$ cat src/rtl/mbus_ice_tx_frame_buf.sv
// mbus_ice_tx_frame_buf
// Single-frame byte buffer in front of the ICE MBus transmit driver. One frame
// is collected from the host decoder, then handed to the driver byte by byte.
// Malformed, overflowed and aborted frames are dropped before the driver sees them.
//
// Optional feature macro: MBUS_ICE_TXBUF_LENCHK_EN
//   defined   : commit only frames with len>=8 and len%4==0 (address word plus
//               whole data words); others are dropped with an err_len pulse.
//   undefined : any frame of 1..DEPTH bytes commits; err_len stays 0.
//
// Ports:
//   clk, reset_n      clock, asynchronous active-low reset
//   wr_valid/wr_data  upstream byte stream, wr_last marks the final byte
//   wr_abort          drop the frame being written (wins over wr_valid)
//   wr_ready          buffer accepts a byte this cycle
//   tx_frame_valid    committed frame has unread bytes
//   tx_char_valid     tx_char holds the next unread byte
//   tx_char           byte at the read pointer (combinational read)
//   tx_char_pending   unread bytes remain in the committed frame
//   tx_char_advance   driver pops the current byte
//   err_len, err_ovf  one-cycle drop pulses (bad length / overflow)
module mbus_ice_tx_frame_buf #(
    parameter int unsigned DEPTH = 64,
    parameter int unsigned PTR_W = $clog2(DEPTH + 1)
) (
    input  logic       clk,
    input  logic       reset_n,
    input  logic       wr_valid,
    input  logic [7:0] wr_data,
    input  logic       wr_last,
    input  logic       wr_abort,
    output logic       wr_ready,
    output logic       tx_frame_valid,
    output logic       tx_char_valid,
    output logic [7:0] tx_char,
    output logic       tx_char_pending,
    input  logic       tx_char_advance,
    output logic       err_len,
    output logic       err_ovf
);

    localparam int unsigned AW = $clog2(DEPTH);

    typedef enum logic [1:0] {
        ST_FILL    = 2'd0,
        ST_DISCARD = 2'd1,
        ST_HOLD    = 2'd2
    } state_t;

    state_t             state_q, state_d;
    logic [PTR_W-1:0]   wr_ptr_q, wr_ptr_d;
    logic [PTR_W-1:0]   rd_ptr_q, rd_ptr_d;
    logic [PTR_W-1:0]   len_q, len_d;
    logic               err_len_q, err_len_d;
    logic               err_ovf_q, err_ovf_d;
    logic               wr_ready_q, wr_ready_d;
    logic               hold_q, hold_d;
    logic               mem_we;
    logic [PTR_W-1:0]   len_c;
    logic               len_ok_c;
    logic [7:0]         mem [DEPTH];

    // Length of the frame if the current byte is its last one
    assign len_c = wr_ptr_q + PTR_W'(1);

`ifdef MBUS_ICE_TXBUF_LENCHK_EN
    // len>=8 and len%4==0 is the same as (len-8)%4==0 for len>=8
    assign len_ok_c = (len_c >= PTR_W'(8)) && (len_c[1:0] == 2'b00);
`else
    assign len_ok_c = (len_c != '0);
`endif

    // Next-state and registered-output logic
    always_comb begin
        state_d    = state_q;
        wr_ptr_d   = wr_ptr_q;
        rd_ptr_d   = rd_ptr_q;
        len_d      = len_q;
        err_len_d  = 1'b0;
        err_ovf_d  = 1'b0;
        mem_we     = 1'b0;

        case (state_q)
            ST_FILL: begin
                if (wr_abort) begin
                    wr_ptr_d = '0;
                end else if (wr_valid) begin
                    if (wr_ptr_q == PTR_W'(DEPTH)) begin
                        // Storage full: drop the frame, swallow the rest of it
                        err_ovf_d = 1'b1;
                        if (wr_last) begin
                            wr_ptr_d = '0;
                        end else begin
                            state_d = ST_DISCARD;
                        end
                    end else begin
                        mem_we   = 1'b1;
                        wr_ptr_d = len_c;
                        if (wr_last) begin
                            if (len_ok_c) begin
                                state_d  = ST_HOLD;
                                rd_ptr_d = '0;
                                len_d    = len_c;
                            end else begin
                                err_len_d = 1'b1;
                                wr_ptr_d  = '0;
                            end
                        end
                    end
                end
            end
            ST_DISCARD: begin
                if (wr_abort || (wr_valid && wr_last)) begin
                    wr_ptr_d = '0;
                    state_d  = ST_FILL;
                end
            end
            ST_HOLD: begin
                if (tx_char_advance && hold_q) begin
                    rd_ptr_d = rd_ptr_q + PTR_W'(1);
                    if (rd_ptr_q == len_q - PTR_W'(1)) begin
                        wr_ptr_d = '0;
                        state_d  = ST_FILL;
                    end
                end
            end
            default: begin
                state_d  = ST_FILL;
                wr_ptr_d = '0;
            end
        endcase

        // Handshake flags follow the next state so they change on the same edge
        hold_d     = (state_d == ST_HOLD);
        wr_ready_d = (state_d != ST_HOLD);
    end

    // State and output registers
    always_ff @(posedge clk or negedge reset_n) begin
        if (!reset_n) begin
            state_q    <= ST_FILL;
            wr_ptr_q   <= '0;
            rd_ptr_q   <= '0;
            len_q      <= '0;
            err_len_q  <= 1'b0;
            err_ovf_q  <= 1'b0;
            wr_ready_q <= 1'b1;
            hold_q     <= 1'b0;
        end else begin
            state_q    <= state_d;
            wr_ptr_q   <= wr_ptr_d;
            rd_ptr_q   <= rd_ptr_d;
            len_q      <= len_d;
            err_len_q  <= err_len_d;
            err_ovf_q  <= err_ovf_d;
            wr_ready_q <= wr_ready_d;
            hold_q     <= hold_d;
        end
    end

    // Frame storage, not reset
    always_ff @(posedge clk) begin
        if (mem_we) begin
            mem[wr_ptr_q[AW-1:0]] <= wr_data;
        end
    end

    assign wr_ready        = wr_ready_q;
    assign tx_frame_valid  = hold_q;
    assign tx_char_valid   = hold_q;
    assign tx_char_pending = hold_q;
    assign tx_char         = mem[rd_ptr_q[AW-1:0]];
    assign err_len         = err_len_q;
    assign err_ovf         = err_ovf_q;

endmodule

$ cat config.mk
export PLATFORM = sky130hd
export DESIGN_NAME = mbus_ice_tx_frame_buf
export DESIGN_NICKNAME = d
export VERILOG_FILES = /design/src/rtl/mbus_ice_tx_frame_buf.sv
export SDC_FILE = /design/constraint.sdc
export NUM_CORES = 1
export LEC_CHECK = 0
export CORE_UTILIZATION = 48
export CTS_BUF_LIST = sky130_fd_sc_hd__clkbuf_16
export CTS_CLUSTER_DIAMETER = 50
export DETAILED_ROUTE_END_ITERATION = 8
export HOLD_SLACK_MARGIN = 0.1
export PLACE_DENSITY_LB_ADDON = 0.25
export SETUP_SLACK_MARGIN = 0.5
export SLEW_MARGIN = 0
export SYNTH_ARGS = -nofsm -noshare
export SYNTH_HDL_FRONTEND = slang
export SYNTH_SLANG_ARGS = --single-unit
export TNS_END_PERCENT = 10
$ cat constraint.sdc
create_clock -name clk -period 3.1 [get_ports clk]
set_input_delay 0.31 -clock clk [delete_from_list [all_inputs] [get_ports clk]]
set_output_delay 0.31 -clock clk [all_outputs]
set_load 0.05 [all_outputs]
Yosys cells after proc, flatten, opt, wreduce, memory -nomap -nowiden:

Memory sizes are Yosys's and may differ from the RTL's.
Index checks and enable logic that the tools add are counted.

* register bits: 27
* RAM bits: 512
* input port bits: 14
* output and inout bits: 14
* word-level logic and storage cells: 82
* memories kept: 1

* $add $sub $neg: 3
* eq/ne operators: 16
* mux-type cells: 43
* bitwise logic cells: 2
* reductions and logical operators: 9

Memories
* mem: words 64, width 8, rd ports 1, clocked after memory_dff 0, wr ports 1, RTL line 61 `logic [7:0] mem [DEPTH];`

Operator list (number)
* $mux W7: 15
* $pmux W7 S3: 1
* $mux W2: 9
* $ne A2 B2 Y1 const B: 9
* $mux W1: 16
* $add A7 B1 Y7 const B: 2
* $pmux W7 S2: 1
* $eq A7 B7 Y1: 1
* $eq A7 B7 Y1 const B: 1
* $reduce_and A7 Y1: 1
* $reduce_bool A7 Y1: 1
* $sub A7 B1 Y7 const B: 1
* $pmux W2 S3: 1
* $reduce_and A6 Y1: 1
* $reduce_and A5 Y1: 1
* $eq A2 B2 Y1 const B: 2
* $ne A4 B4 Y1 const B: 1
* $ne A3 B3 Y1 const B: 1
* $eq A2 B1 Y1 const B: 1
* $logic_and A1 B1 Y1: 2
* $logic_not A2 Y1: 1
* $not A1 Y1: 2
* $reduce_bool A2 Y1: 1
* $logic_or A1 B1 Y1: 1

Longest topological paths before layout:

Gate-level depths: netlist (run 1).

* word-level depth: 9
* gate-level depth with buffers: 10
* depth with buffers taken out: 8

Worst setup path before layout (run 1):

No wires, ideal clock.

* kind: flip-flop to output port
* start point: register rd_ptr_q[0]
* end point: output port tx_char[2]
* arrival time: 2340 ps
* data required time: 2790 ps
* slack: 450 ps
* stages on the path, launching flop included: 10
* path buffers: 5
* cells stage by stage: dfrtp_1 -> buf_6 -> buf_6 -> buf_4 -> buf_4 -> buf_2 -> a211oi_1 -> a211oi_1 -> a211oi_1 -> nor2_1

* longest elaborated chain between the ends: 1

RTL lines
* start, declared: RTL line 52 `logic [PTR_W-1:0] rd_ptr_q, rd_ptr_d;`
* start signal, assigned: RTL line 152 `rd_ptr_q <= rd_ptr_d;`
* $mem_v2 Z64 W8
* end, declared: RTL line 35 `output logic [7:0] tx_char,`

Every way passes these cells.

Final worst setup path (run 1):

* start point: register rd_ptr_q[0]
* end point: output port tx_char[3]

The elaborated chain is that of the path after synthesis.

==> summary by stage, run 1 <==
Run status
The flow ran to the end, but the final reports show violations. The checks that failed: negative setup slack.

Clock tree
The TritonCTS clock tree is yes. Clock tree synthesis found a total of ~540 sinks. Clock-pin slew was measured on the worst setup and hold paths at around 0.060 ns.

The maximum buffer depth of the clock tree is 3. The maximum level of the CTS H-tree is 2. The latest clock arrival within the worst-skew pair is between 0.6 and 0.7 ns. TritonCTS created between 50 and 60 clock buffers. The master cell of the clock root buffer is sky130_fd_sc_hd__clkbuf_16.

Floorplan
The core region is between 40000 and 50000 um2. The initial core utilization is 48.61%. The initialized floorplan defines 77 standard-cell rows. The number of top-level pins is 28. The die covers between 40000 and 50000 um2.

The horizontal die dimension is between 200 and 250 um. The floorplan step set the die height to ~210 um.

Timing
The hold violation count in the final report came to 0. The final clock period utilization by the worst path is 112.3%. The final setup violation count is 8.

The slew of the pin with the lowest slew margin is 1.148 ns. The time the final worst path needs with I/O delays and setup is approximately 3.5 ns. The count of pins over their slew limit is 0.

Derived from the worst setup path, the maximum achievable clock frequency is about 290 MHz. The worst slew slack as a fraction of its limit is approximately a quarter. The clock arrives with 0.02828 ns of skew. Setup repair after global routing could not meet its margin everywhere.

The post-route worst setup slack is -0.3798 ns.

Detailed routing
The detailed-route DRC error count is 0. The routed layout has 10930 vias. The detailed-route wire length is roughly 50000 um. The pre-antenna-repair detailed-routing pass consisted of 5 iterations. The ratio of routed vias to standard cells is 5.897.

The average wire per cell in the routed design is around 27 um. The initial detailed-routing violation count is about 1300. The count of nets left with antenna violations after detail routing is 0.

Final layout
Compared with the post-synthesis result, the final layout area differs by 18.97%. The multi-input combinational cell area is between 5000 and 6000 um2. The commonest non-fill, non-tap cell in the layout is sky130_fd_sc_hd__edfxtp_1.

Fill cells in the final layout number about 3300. The share of cells above drive strength 1 is 35.63%. The library cells used most frequently in the layout, excluding fill and tap cells, are 512 x sky130_fd_sc_hd__edfxtp_1, 148 x sky130_fd_sc_hd__mux4_2, 124 x sky130_fd_sc_hd__buf_4.

The final net count is between 1000 and 1500. The post-route non-filler standard cell count is 1853. Across the whole layout, storage elements account for around 16000 um2.

Pwr
The clock network burns about 29% of the power. Power spread over the standard cell area amounts to 879.4 nW/um2. Cell internal power was estimated by the tool at 15.42 mW. Net switching is 31.29% of the power.

Of the total power, combinational logic draws about 34%. For this design the static power due to leakage is 8.391 nW. VDD sags by at most around 0.0007 V.

The part of the power in registers is a little under two fifths. In this run the power spent charging and discharging nets is about 7 mW.

Setup path
The startpoint-to-endpoint class of the critical path is reg2out. The arrival time of the worst setup path is 3.17 ns. The endpoint required time on the critical path is 2.79 ns. The worst setup path is launched from a register.

Along the worst path, the maximum fanout reaches 8. The type of destination of the critical path is a primary output.

Synth
Counting flops and latches in the post-synthesis netlist gives about 540. For this run, the number of Yosys warnings is 0. Averaged over all synthesized cells, the footprint is about 21 um2. The flip-flop cell with the highest count after synthesis is sky130_fd_sc_hd__edfxtp_1. The post-synthesis instance area is between 20000 and 25000 um2. After synthesis, the share of flip-flops with an asynchronous set or reset is about 5.0%. Counting every net in the synthesized netlist gives 1057. The number of flops mapped to enable cells by yosys is ~510.

The netlist uses between 50 and 60 different library cells. The number of instances in the synthesized netlist is 1039. The sequential cell area fraction in the yosys report is around three quarters.

Global routing
The number of antenna violations at the first check in global routing was 0. The via count of the first global-routing pass was ~11000. Entering global routing, the biggest net connects 65 pins. The first global-routing pass estimated ~74000 um of wire. The global-route usage over all layers is a little under a quarter. For this run the aggregate overflow at the end of global routing stands at 0.

Placed design
The placed wire-length estimate after detailed placement is ~31000 um. The count of input and output buffers is 27. The number of placed instances, taps included, is ~1700. Routability-driven placement finished with a final weighted congestion of approximately 0.9.

The minimum setup slack after placement is ~0.12 ns.

Flow run
The max-capacitance violation count is 0.

Hold path
The min-delay analysis places its worst path in the category in2reg.
## registers in the layout (all words and copies together), names as in the netlist, 2 cells and up
signal and flops:
state_q 2, rd_ptr_q 7, len_q 7, wr_ptr_q 7, mem 512
## area by class of cell
type	instances	area share, %
Multi-Input combinational cell	432	20.59
Tap cell	592	2.902
Clock buffer	56	5.491
Inverter	10	0.1471
Clock inverter	48	1.441
Antenna cell	1	0.009805
Sequential cell	539	62.95
Timing Repair Buffer	175	6.476
## logic make-up (layout without fill, tap and decap cells)
kind of cell    count (synthesis)  in the layout  synth area share [%]
xor+xnor                       14             14                0.6358
flops                         539            539                 74.83
compound gates                 82             82                 2.736
mux                           162            162                 16.19
buf+inv                        68            289                 1.651
simple gates                  170            170                 3.721
other cells                     0              1                     0
fa+ha+maj                       4              4                0.2333
## stage by stage
step | util, % | instance area, um2 | power [mW] | setup TNS (ns) | hold WS (ns)
floorplan | - | 21460 | 12.86 | 0 | 0.01441
global placement | 52.51 | 23170 | 15.17 | 0 | 0.5481
detailed placement | 52.51 | 23170 | 15.20 | 0 | 0.5616
CTS | 57.48 | 25360 | 22.33 | -2.288 | 0.2842
global route | 57.83 | 25520 | 23.18 | -2.795 | 0.3029
finish | 57.84 | 25520 | 22.44 | -2.234 | 0.2869
## power by group through the flow
stage,Combinational (mW),Clock (mW),Sequential (mW)
6_report,7.62,6.41,8.41
5_1_grt,7.99,6.76,8.44
4_1_cts,7.42,6.50,8.41
3_5_place_dp,6.58,0,8.61
3_3_place_gp,6.56,0,8.60
2_1_floorplan,4.47,0,8.39
## what timing repair did
action                                 in CTS  in global routing
buffers inserted                            8                  6
gates cloned                                5                  0
pin swaps                                   9                  5
resized for setup                          43                 27
hold buffers                                1                  0
endpoints found under the hold margin      26                  0
setup endpoints to repair                  17                126
## metal layers
metal	up-vias	track usage (%)	share of wire, %
met5	-	0	0
met4	0	4.483	1.5
met3	66	4.013	6.7
met2	399	34.90	47
met1	5811	34.59	45
li1	4652	-	-
## critical path: stages, from the launching register on
cell and delay (ns):
sky130_fd_sc_hd__dfrtp_4 0.50, sky130_fd_sc_hd__buf_12 0.15, sky130_fd_sc_hd__buf_16 0.15, sky130_fd_sc_hd__buf_12 0.15
sky130_fd_sc_hd__mux4_2 0.45, sky130_fd_sc_hd__mux4_2 0.59, sky130_fd_sc_hd__mux2i_1 0.26, sky130_fd_sc_hd__a21oi_2 0.12
sky130_fd_sc_hd__buf_6 0.17
## cell usage after synthesis (9+ instances only)
| master | n | area, um2 |
|---|---|---|
| sky130_fd_sc_hd__edfxtp_1 | 512 | 15370 |
| sky130_fd_sc_hd__mux4_2 | 148 | 3333 |
| sky130_fd_sc_hd__nor2_1 | 89 | 334.1 |
| sky130_fd_sc_hd__dfrtp_1 | 26 | 650.6 |
| sky130_fd_sc_hd__clkbuf_1 | 19 | 71.32 |
| sky130_fd_sc_hd__a211oi_1 | 18 | 135.1 |
| sky130_fd_sc_hd__nand2_1 | 18 | 67.56 |
| sky130_fd_sc_hd__buf_2 | 16 | 80.08 |
| sky130_fd_sc_hd__a21oi_1 | 15 | 75.07 |
| sky130_fd_sc_hd__mux2i_1 | 14 | 140.1 |
| sky130_fd_sc_hd__buf_4 | 11 | 82.58 |
| sky130_fd_sc_hd__nand3_1 | 10 | 50.05 |
| sky130_fd_sc_hd__o21ai_0 | 10 | 50.05 |
| sky130_fd_sc_hd__inv_1 | 9 | 33.78 |
| sky130_fd_sc_hd__xnor2_1 | 9 | 78.83 |
## worst paths after layout
check / from / endpoint / slack, ns / cells after the start
max in group asynchronous: reset_n / rd_ptr_q[1] / 2.11 / 3
min reg2reg: state_q[1] / state_q[0] / 0.58 / 1
max reg2reg: wr_ptr_q[5] / rd_ptr_q[6] / 0.56 / 7
min in group asynchronous: reset_n / rd_ptr_q[2] / 0.68 / 3
max: rd_ptr_q[0] / tx_char[3] / -0.38 / 8
min: wr_data[6] / mem[37][6] / 0.29 / 1
Note: power is estimated with default switching activity, not from simulation.
==> inputs of run 2 (changes only) <==
--- a/config.mk
+++ b/config.mk
@@ -5,6 +5,7 @@
 export SDC_FILE = /design/constraint.sdc
 export NUM_CORES = 1
 export LEC_CHECK = 0
+export CORE_MARGIN = 2
 export CORE_UTILIZATION = 48
 export CTS_BUF_LIST = sky130_fd_sc_hd__clkbuf_16
 export CTS_CLUSTER_DIAMETER = 50
==> run 2 against run 1 <==
Net effect: the run still ends with negative setup slack left; first-iteration DRC count rose by 6.1%; non-clock buffer count rose by 14; combinational power up 5.4%; sequential power barely moved; via count rose by 0.70%; core utilization is 0.70 points higher; register-to-register slack hardly changed; power rose by 2.8%; clock-buffer cell count fell by 1.
==> summary by stage, run 2 (synthesized netlist as in run 1, its figures left out) <==
Final layout
The flip-flop count of the largest register after layout is slightly above 500. The relative area change from synthesis to final layout is 20.41%. The library cell used most frequently in the layout, excluding fill and tap cells, is sky130_fd_sc_hd__edfxtp_1. The final net count is 1244. The final standard cell area without fillers is 25830 um2. The number of antenna diodes in the final layout is 0. The post-route non-filler standard cell count is 1863.

In the layout the commonest cells are 512 x sky130_fd_sc_hd__edfxtp_1, 148 x sky130_fd_sc_hd__mux4_2, 125 x sky130_fd_sc_hd__buf_4. The share of cells above drive strength 1 is 37.29%.

Timing
The count of pins over their slew limit is 0. Between clock sinks in the finished design, the worst skew comes to 0.02447 ns. The summed negative setup slack over all endpoints is -1.610 ns. After layout, the minimum clock period comes to about 3.4 ns.

Setup repair after global routing could not meet its margin everywhere. The achievable frequency is between 200 and 300 MHz. The worst hold slack across all endpoints is approximately 0.16 ns. The final setup violation count is 8. At the pin with the least slew margin, the transition time is 1.211 ns.

The hold violation count in the final report is 0. Once routing completed, OpenROAD measured the worst setup slack at -0.2769 ns. Measured against its own limit, the worst slew margin works out to 19.27%. The final clock period utilization by the worst path is 108.9%.

Setup path
STA classifies the critical path endpoint as a primary output. The arrival time of the worst setup path is between 3 and 4 ns. STA classifies the critical path startpoint as a register. The setup path with the least slack is of type reg2out. The depth of the most critical reg-to-reg path is 9. For the worst setup path, the data required time is approximately 2.8 ns. The slowest cell on the critical path is sky130_fd_sc_hd__mux4_2. On the worst path, the slowest cell contributes a delay of approximately 0.61 ns. The highest net fanout along the worst path is 5. The signal on the critical path passes through buf_12 -> buf_12 -> buf_16 -> mux4_2 -> mux4_2 -> mux2i_2 -> a21oi_2 -> buf_6.

Clock tree
The master cell of the clock root buffer is sky130_fd_sc_hd__clkbuf_16. After clock tree synthesis, the flow added hold-fix buffers numbering 0. The clock passes through at most 3 buffers. The latest clock arrival within the worst-skew pair is 0.61 ns.

After clock tree synthesis, the clock-pin slew on the worst setup and hold paths is approximately 0.060 ns. The number of clock buffers added by TritonCTS is 54. The maximum level of the CTS H-tree is 2. TritonCTS built the clock tree. The clock sink total is between 500 and 600.

Global routing
The met2 usage in global routing is 33.27%. Entering global routing, the biggest net connects 65 pins. The global-route usage over all layers is ~22%. The number of antenna violations at the first check in global routing is 0. The global-route track usage on met1 is between 30% and 40%. The first global-routing pass estimated approximately 74000 um of wire. In the global route stage, met3 resource usage came out at ~4.4%. The final global-route overflow total is 0. The via count of the first global-routing pass is approximately 11000. The most used routing layer is met2.

Detailed routing
For this run, design rule violations remaining after detail routing come to 0. The final layout contains routed wiring with a total length of between 40000 and 50000 um. The average wire per cell in the routed design is ~27 um.

The detailed router finished its first iteration with about 1400 violations. For this block, the via count after detailed routing is between 10000 and 15000. The first detailed-routing pass took 7 iterations. The ratio of routed vias to standard cells is 5.907. The detail route stage leaves a number of antenna-violating nets equal to 0.

Pwr
The internal portion of the total power is 15.98 mW. The leakage component of the power is about 8.5 nW. Per report_power, the sequential group accounts for a little over a third of the total.

The net load switching power is 7.104 mW. Dividing total power by cell area gives a power density of 893.6 nW/um2. The worst IR drop on VDD is roughly 0.00087 V.

The clock network is responsible for between 20% and 30% of the overall power. Per report_power, the combinational group accounts for between 30% and 40% of the total. Net switching is between 30% and 40% of the power.

Placed design
Once placement completed, the tool counted placed cells totaling ~1700. At the end of routability-driven placement, the weighted congestion stood at 0.8615. Buffers placed on the I/O ports in this run total 27.

Summing all placed instances gives a cell area of 23240 um2. The placed wire-length estimate after detailed placement is roughly 31000 um.

Floorplan
The area enclosed by the die boundary is between 40000 and 50000 um2. The die height is roughly 220 um. Measured along the x axis, the die boundary spans roughly 220 um. The core area is between 40000 and 50000 um2. For this configuration, the core starts out at a cell density of between 40% and 50%. The number of top-level pins is 28. The floorplan has 77 rows.

Run status
The checks that failed: negative setup slack. The flow ran to the end, but the final reports show violations.

Flow run
Across the run, the number of max-cap violations was 0.

Hold path
The type of the most critical hold path is in2async.
## run 2: cell type report
type / count / area [um2]
fillers: 3232 / 18300
flip-flops and latches: 539 / 16060
multi-input cells: 432 / 5274
repair buffers: 189 / 1878
clock buffers: 55 / 1376
well taps: 592 / 740.7
clock inverters: 46 / 457.9
inverters: 10 / 37.54
## run 2: timing repair
item | 4_1_cts | 5_1_grt
pin swaps | 11 | 8
gates resized for setup | 57 | 36
endpoints found under the setup margin | 136 | 243
cloned | 6 | 1
buffers inserted | 13 | 5
## run 2: per-stage QoR
stage	setup WS (ns)	utilization [%]	total power, mW
floorplan	0.4534	-	12.86
global placement	0.1176	52.66	15.21
detailed placement	0.1169	52.66	15.25
CTS	-0.2808	58.00	22.85
global route	-0.3264	58.54	23.87
finish	-0.2769	58.54	23.08
## run 2: path summary, 6_finish.rpt
path | from | end | slack, ns
worst min register to register | len_q[5] | len_q[5] | 0.59
worst max-delay path | rd_ptr_q[0] | tx_char[5] | -0.28
worst max register to register | wr_ptr_q[1] | mem[11][1] | 0.55
worst min-delay path | reset_n | tx_char_pending | 0.16
min in group clk | wr_data[2] | mem[49][2] | 0.21
max in group asynchronous | reset_n | wr_ptr_q[6] | 2.30
## run 2: critical path, delay by kind of cell (launching register included)
kind / cells / cell delay, ns
flip-flops: 1 / 0.51
buffers and inverters: 4 / 0.58
multiplexers: 3 / 1.25
AO/OA/AOI/OAI: 1 / 0.11
## run 2: power groups by stage
stage / registers [mW] / clock network (mW) / logic, mW
2_1_floorplan: 8.39 / 0 / 4.47
3_3_place_gp: 8.60 / 0 / 6.61
3_5_place_dp: 8.61 / 0 / 6.65
4_1_cts: 8.43 / 6.77 / 7.66
5_1_grt: 8.39 / 7.07 / 8.41
6_report: 8.38 / 6.67 / 8.03
## run 2: metal layers
layer / vias up / wire length (um)
met4: 0 / 1065
met3: 71 / 3827
li1: 4678 / -
met2: 433 / 23280
met5: - / 0
met1: 5822 / 21390
==> inputs of run 3 (changes only) <==
--- a/config.mk
+++ b/config.mk
@@ -6,10 +6,11 @@
 export NUM_CORES = 1
 export LEC_CHECK = 0
 export CORE_MARGIN = 2
-export CORE_UTILIZATION = 48
+export CORE_UTILIZATION = 55
 export CTS_BUF_LIST = sky130_fd_sc_hd__clkbuf_16
 export CTS_CLUSTER_DIAMETER = 50
 export DETAILED_ROUTE_END_ITERATION = 8
+export GPL_ROUTABILITY_DRIVEN = 0
 export HOLD_SLACK_MARGIN = 0.1
 export PLACE_DENSITY_LB_ADDON = 0.25
 export SETUP_SLACK_MARGIN = 0.5
==> run 3 against run 2 <==
Net effect: the run still ends with negative setup slack left; final cell count shrank 3.1%; worst setup slack better by 0.030 ns; wire length decreased by 0.84%; worst hold slack worse by 0.025 ns; maximum frequency up 0.90%.
==> summary by stage, run 3 (synthesized netlist as in run 1, its figures left out) <==
Clock tree
The maximum buffer depth of the clock tree is 3. The TritonCTS clock tree is yes. For the worst-skew pair, the clock arrives at the later sink with an insertion delay of roughly 0.61 ns. In this run the number of H-tree levels came out at 2.

Clock tree synthesis selected as its root buffer the cell sky130_fd_sc_hd__clkbuf_16. After clock tree synthesis, the clock-pin slew on the worst setup and hold paths is about 0.06 ns. For this design, the sink count on the clock tree is 539. After clock tree synthesis, the flow added hold-fix buffers numbering 0. Clock tree synthesis inserted a total of 54 buffers.

Setup path
The startpoint-to-endpoint class of the critical path is reg2out. The worst flop-to-flop path endpoint is mem[54][7]. Data arrives at the worst endpoint at 3.04 ns. The minimum setup slack among reg-to-reg paths is between 0.5 and 0.6 ns.

Measured in cells, the most critical reg-to-reg path has a length of 9. The worst setup path is captured at a primary output. The worst register-to-register path begins at wr_ptr_q[3]. The startpoint type of the worst setup path is a register. The highest net fanout along the worst path is 6. The endpoint required time on the critical path is between 2 and 3 ns.

Floorplan
In this run the horizontal extent of the chip is between 200 and 250 um. The die is around 200 um tall. The die covers ~41000 um2. The number of top-level pins is 28. The core area is 38560 um2. The number of rows created at floorplan is about 70. The initial core utilization is a little under three fifths.

Final layout
Leaving out fill and tap cells, the most frequent cell in the layout is sky130_fd_sc_hd__edfxtp_1. From synthesis to final layout, the design area changed by 19.80%. At the end of the flow the core is filled with cells to 66.65%. The number of antenna diodes in the final layout is 0. The library cells used most frequently in the layout, excluding fill and tap cells, are 512 x sky130_fd_sc_hd__edfxtp_1, 148 x sky130_fd_sc_hd__mux4_2, 146 x sky130_fd_sc_hd__buf_4. The net count of the finished layout is around 1300. Cells with a size suffix above 1 make up a little under two fifths of the layout.

The flip-flop count of the largest register after layout is roughly 510. With fillers left out, the area of the finished cells amounts to roughly 26000 um2.

Timing
Based on the critical path, the design can be clocked at up to around 300 MHz. The final setup violation count is 8. Setup repair after global routing could not meet its margin everywhere. The final critical path takes up 108.0% of the cycle. The hold violation count in the final report is 0. The post-route worst setup slack is -0.2467 ns. The count of pins over their slew limit was 0. On the final layout, the worst clock skew is ~0.022 ns. The worst slew slack as a fraction of its limit is between 10 and 15%.

The time the final worst path needs with I/O delays and setup is roughly 3.3 ns. The summed negative setup slack over all endpoints is -1.657 ns. For the pin with the worst max-slew slack, the measured transition is approximately 1.3 ns.

Detailed routing
In this run the remaining antenna-violating nets after routing total 0. The first detailed-routing pass ran for 5 iterations. After detailed routing, the average wire length per cell comes to 27.23 um.

In the routed design, unresolved DRC markers number 0. The overall via count from detail_route is around 11000. The detailed-route wire length is 49150 um. The initial detailed-routing violation count is approximately 1300. In the routed layout, each cell is associated on average with a via count of approximately 6.2.

Pwr
The part of the power in registers is a little under two fifths. The share of total power dissipated in the clock network is between 20% and 30%. The net load switching power is roughly 6.9 mW.

The switching power as a share of total power is a little under a third. The total power is 22.46 mW. The share of total power in combinational logic is between 30% and 40%.

The leakage component of the power is approximately 8.6 nW. The internal power of the cells totals 15.61 mW. The total power per unit cell area is between 800 and 900 nW/um2. The worst IR drop on VDD is about 0.0005 V.

Run status
The checks that failed: negative setup slack. The run finished, with violations left.

Placed design
Summing all placed instances gives a cell area of 23280 um2. The count of input and output buffers is 27. After legalization and detailed placement, the total HPWL measured around 31000 um.

Hold path
The tightest min-delay check is of the in2reg type. The beginning of the worst hold path is wr_data[1]. The worst hold path terminates at mem[9][1]. The cell depth of the worst min-delay path is 1.

Flow run
Max-cap violations in this run came to 0.

Global routing
The number of antenna violations at the first check in global routing is 0. The first-pass GRT wire length is between 70000 and 80000 um. The via count of the first global-routing pass is about 11000. Entering global routing, the biggest net connects between 60 and 70 pins. Summed over all layers, the global routing overflow is 0. Global routing used about a quarter of the available tracks.
run 3: cell types whose count changed in the layout (fill, tap and decap cells not counted), moves of 4 or more:
| cell | delta |
|---|---|
| sky130_fd_sc_hd__buf_4 | +21 |
| sky130_fd_sc_hd__nor2_4 | +4 |
| sky130_fd_sc_hd__clkinv_2 | +5 |
| sky130_fd_sc_hd__a211oi_2 | -6 |
| sky130_fd_sc_hd__nor2_2 | -4 |
| sky130_fd_sc_hd__a211oi_1 | +4 |
run 3: layer usage:
metal | GRT usage (%) | vias to the layer above | part of all wire (%)
li1 | - | 4700 | -
met1 | 36.98 | 5886 | 41
met3 | 4.956 | 71 | 8.8
met4 | 6.171 | 0 | 2.1
met2 | 38.90 | 515 | 48
met5 | 0 | - | 0
run 3: power by group through the flow:
stage               clock (mW)  sequential [mW]  combinational (mW)
detailed placement           0             8.60                6.51
global route              6.77             8.45                8.01
global placement             0             8.60                6.48
floorplan                    0             8.39                4.47
CTS                       6.48             8.42                7.44
finish                    6.39             8.42                7.65
run 3: how the worst max path moves through the flow:
stage                      end        start  cells past startpoint  slack (ns)
detailed placement  tx_char[7]  rd_ptr_q[0]                      8         0.1
CTS                 tx_char[5]  rd_ptr_q[0]                      7       -0.27
finish              tx_char[5]  rd_ptr_q[0]                      8       -0.25
global placement    tx_char[7]  rd_ptr_q[0]                      8       0.003
global route        tx_char[3]  rd_ptr_q[0]                      7       -0.31
floorplan           mem[19][0]  wr_ptr_q[0]                      9        0.45
run 3: critical path: stages (launching register included):
cell and delay (ns):
sky130_fd_sc_hd__dfrtp_4 0.58, sky130_fd_sc_hd__buf_12 0.18, sky130_fd_sc_hd__buf_8 0.12, sky130_fd_sc_hd__buf_4 0.13, sky130_fd_sc_hd__mux4_2 0.45, sky130_fd_sc_hd__mux4_2 0.51
sky130_fd_sc_hd__mux2i_1 0.19, sky130_fd_sc_hd__a21oi_2 0.12, sky130_fd_sc_hd__buf_6 0.17
run 3: layout make-up:
cell class | count | area, um2
Sequential cell | 539 | 16070
Tap cell | 518 | 648.1
Clock inverter | 46 | 395.4
Clock buffer | 54 | 1351
Fill cell | 2504 | 12860
Timing Repair Buffer | 206 | 1919
Inverter | 10 | 37.54
Multi-Input combinational cell | 432 | 5281
run 3: metrics by stage:
stage / hold slack [ns] / setup slack, ns / cells
CTS: 0.1261 / -0.2673 / 1795
global route: 0.1254 / -0.3145 / 1805
detailed placement: 0.5820 / 0.09739 / 1674
floorplan: 0.01441 / 0.4534 / 1039
global placement: 0.5577 / 0.003427 / 1674
finish: 0.1390 / -0.2467 / 1805
run 3: timing repair:
item | CTS | global route
gates cloned | 3 | 0
pin swaps | 14 | 8
endpoints found under the setup margin | 132 | 202
buffers inserted | 18 | 10
gates resized for setup | 56 | 24
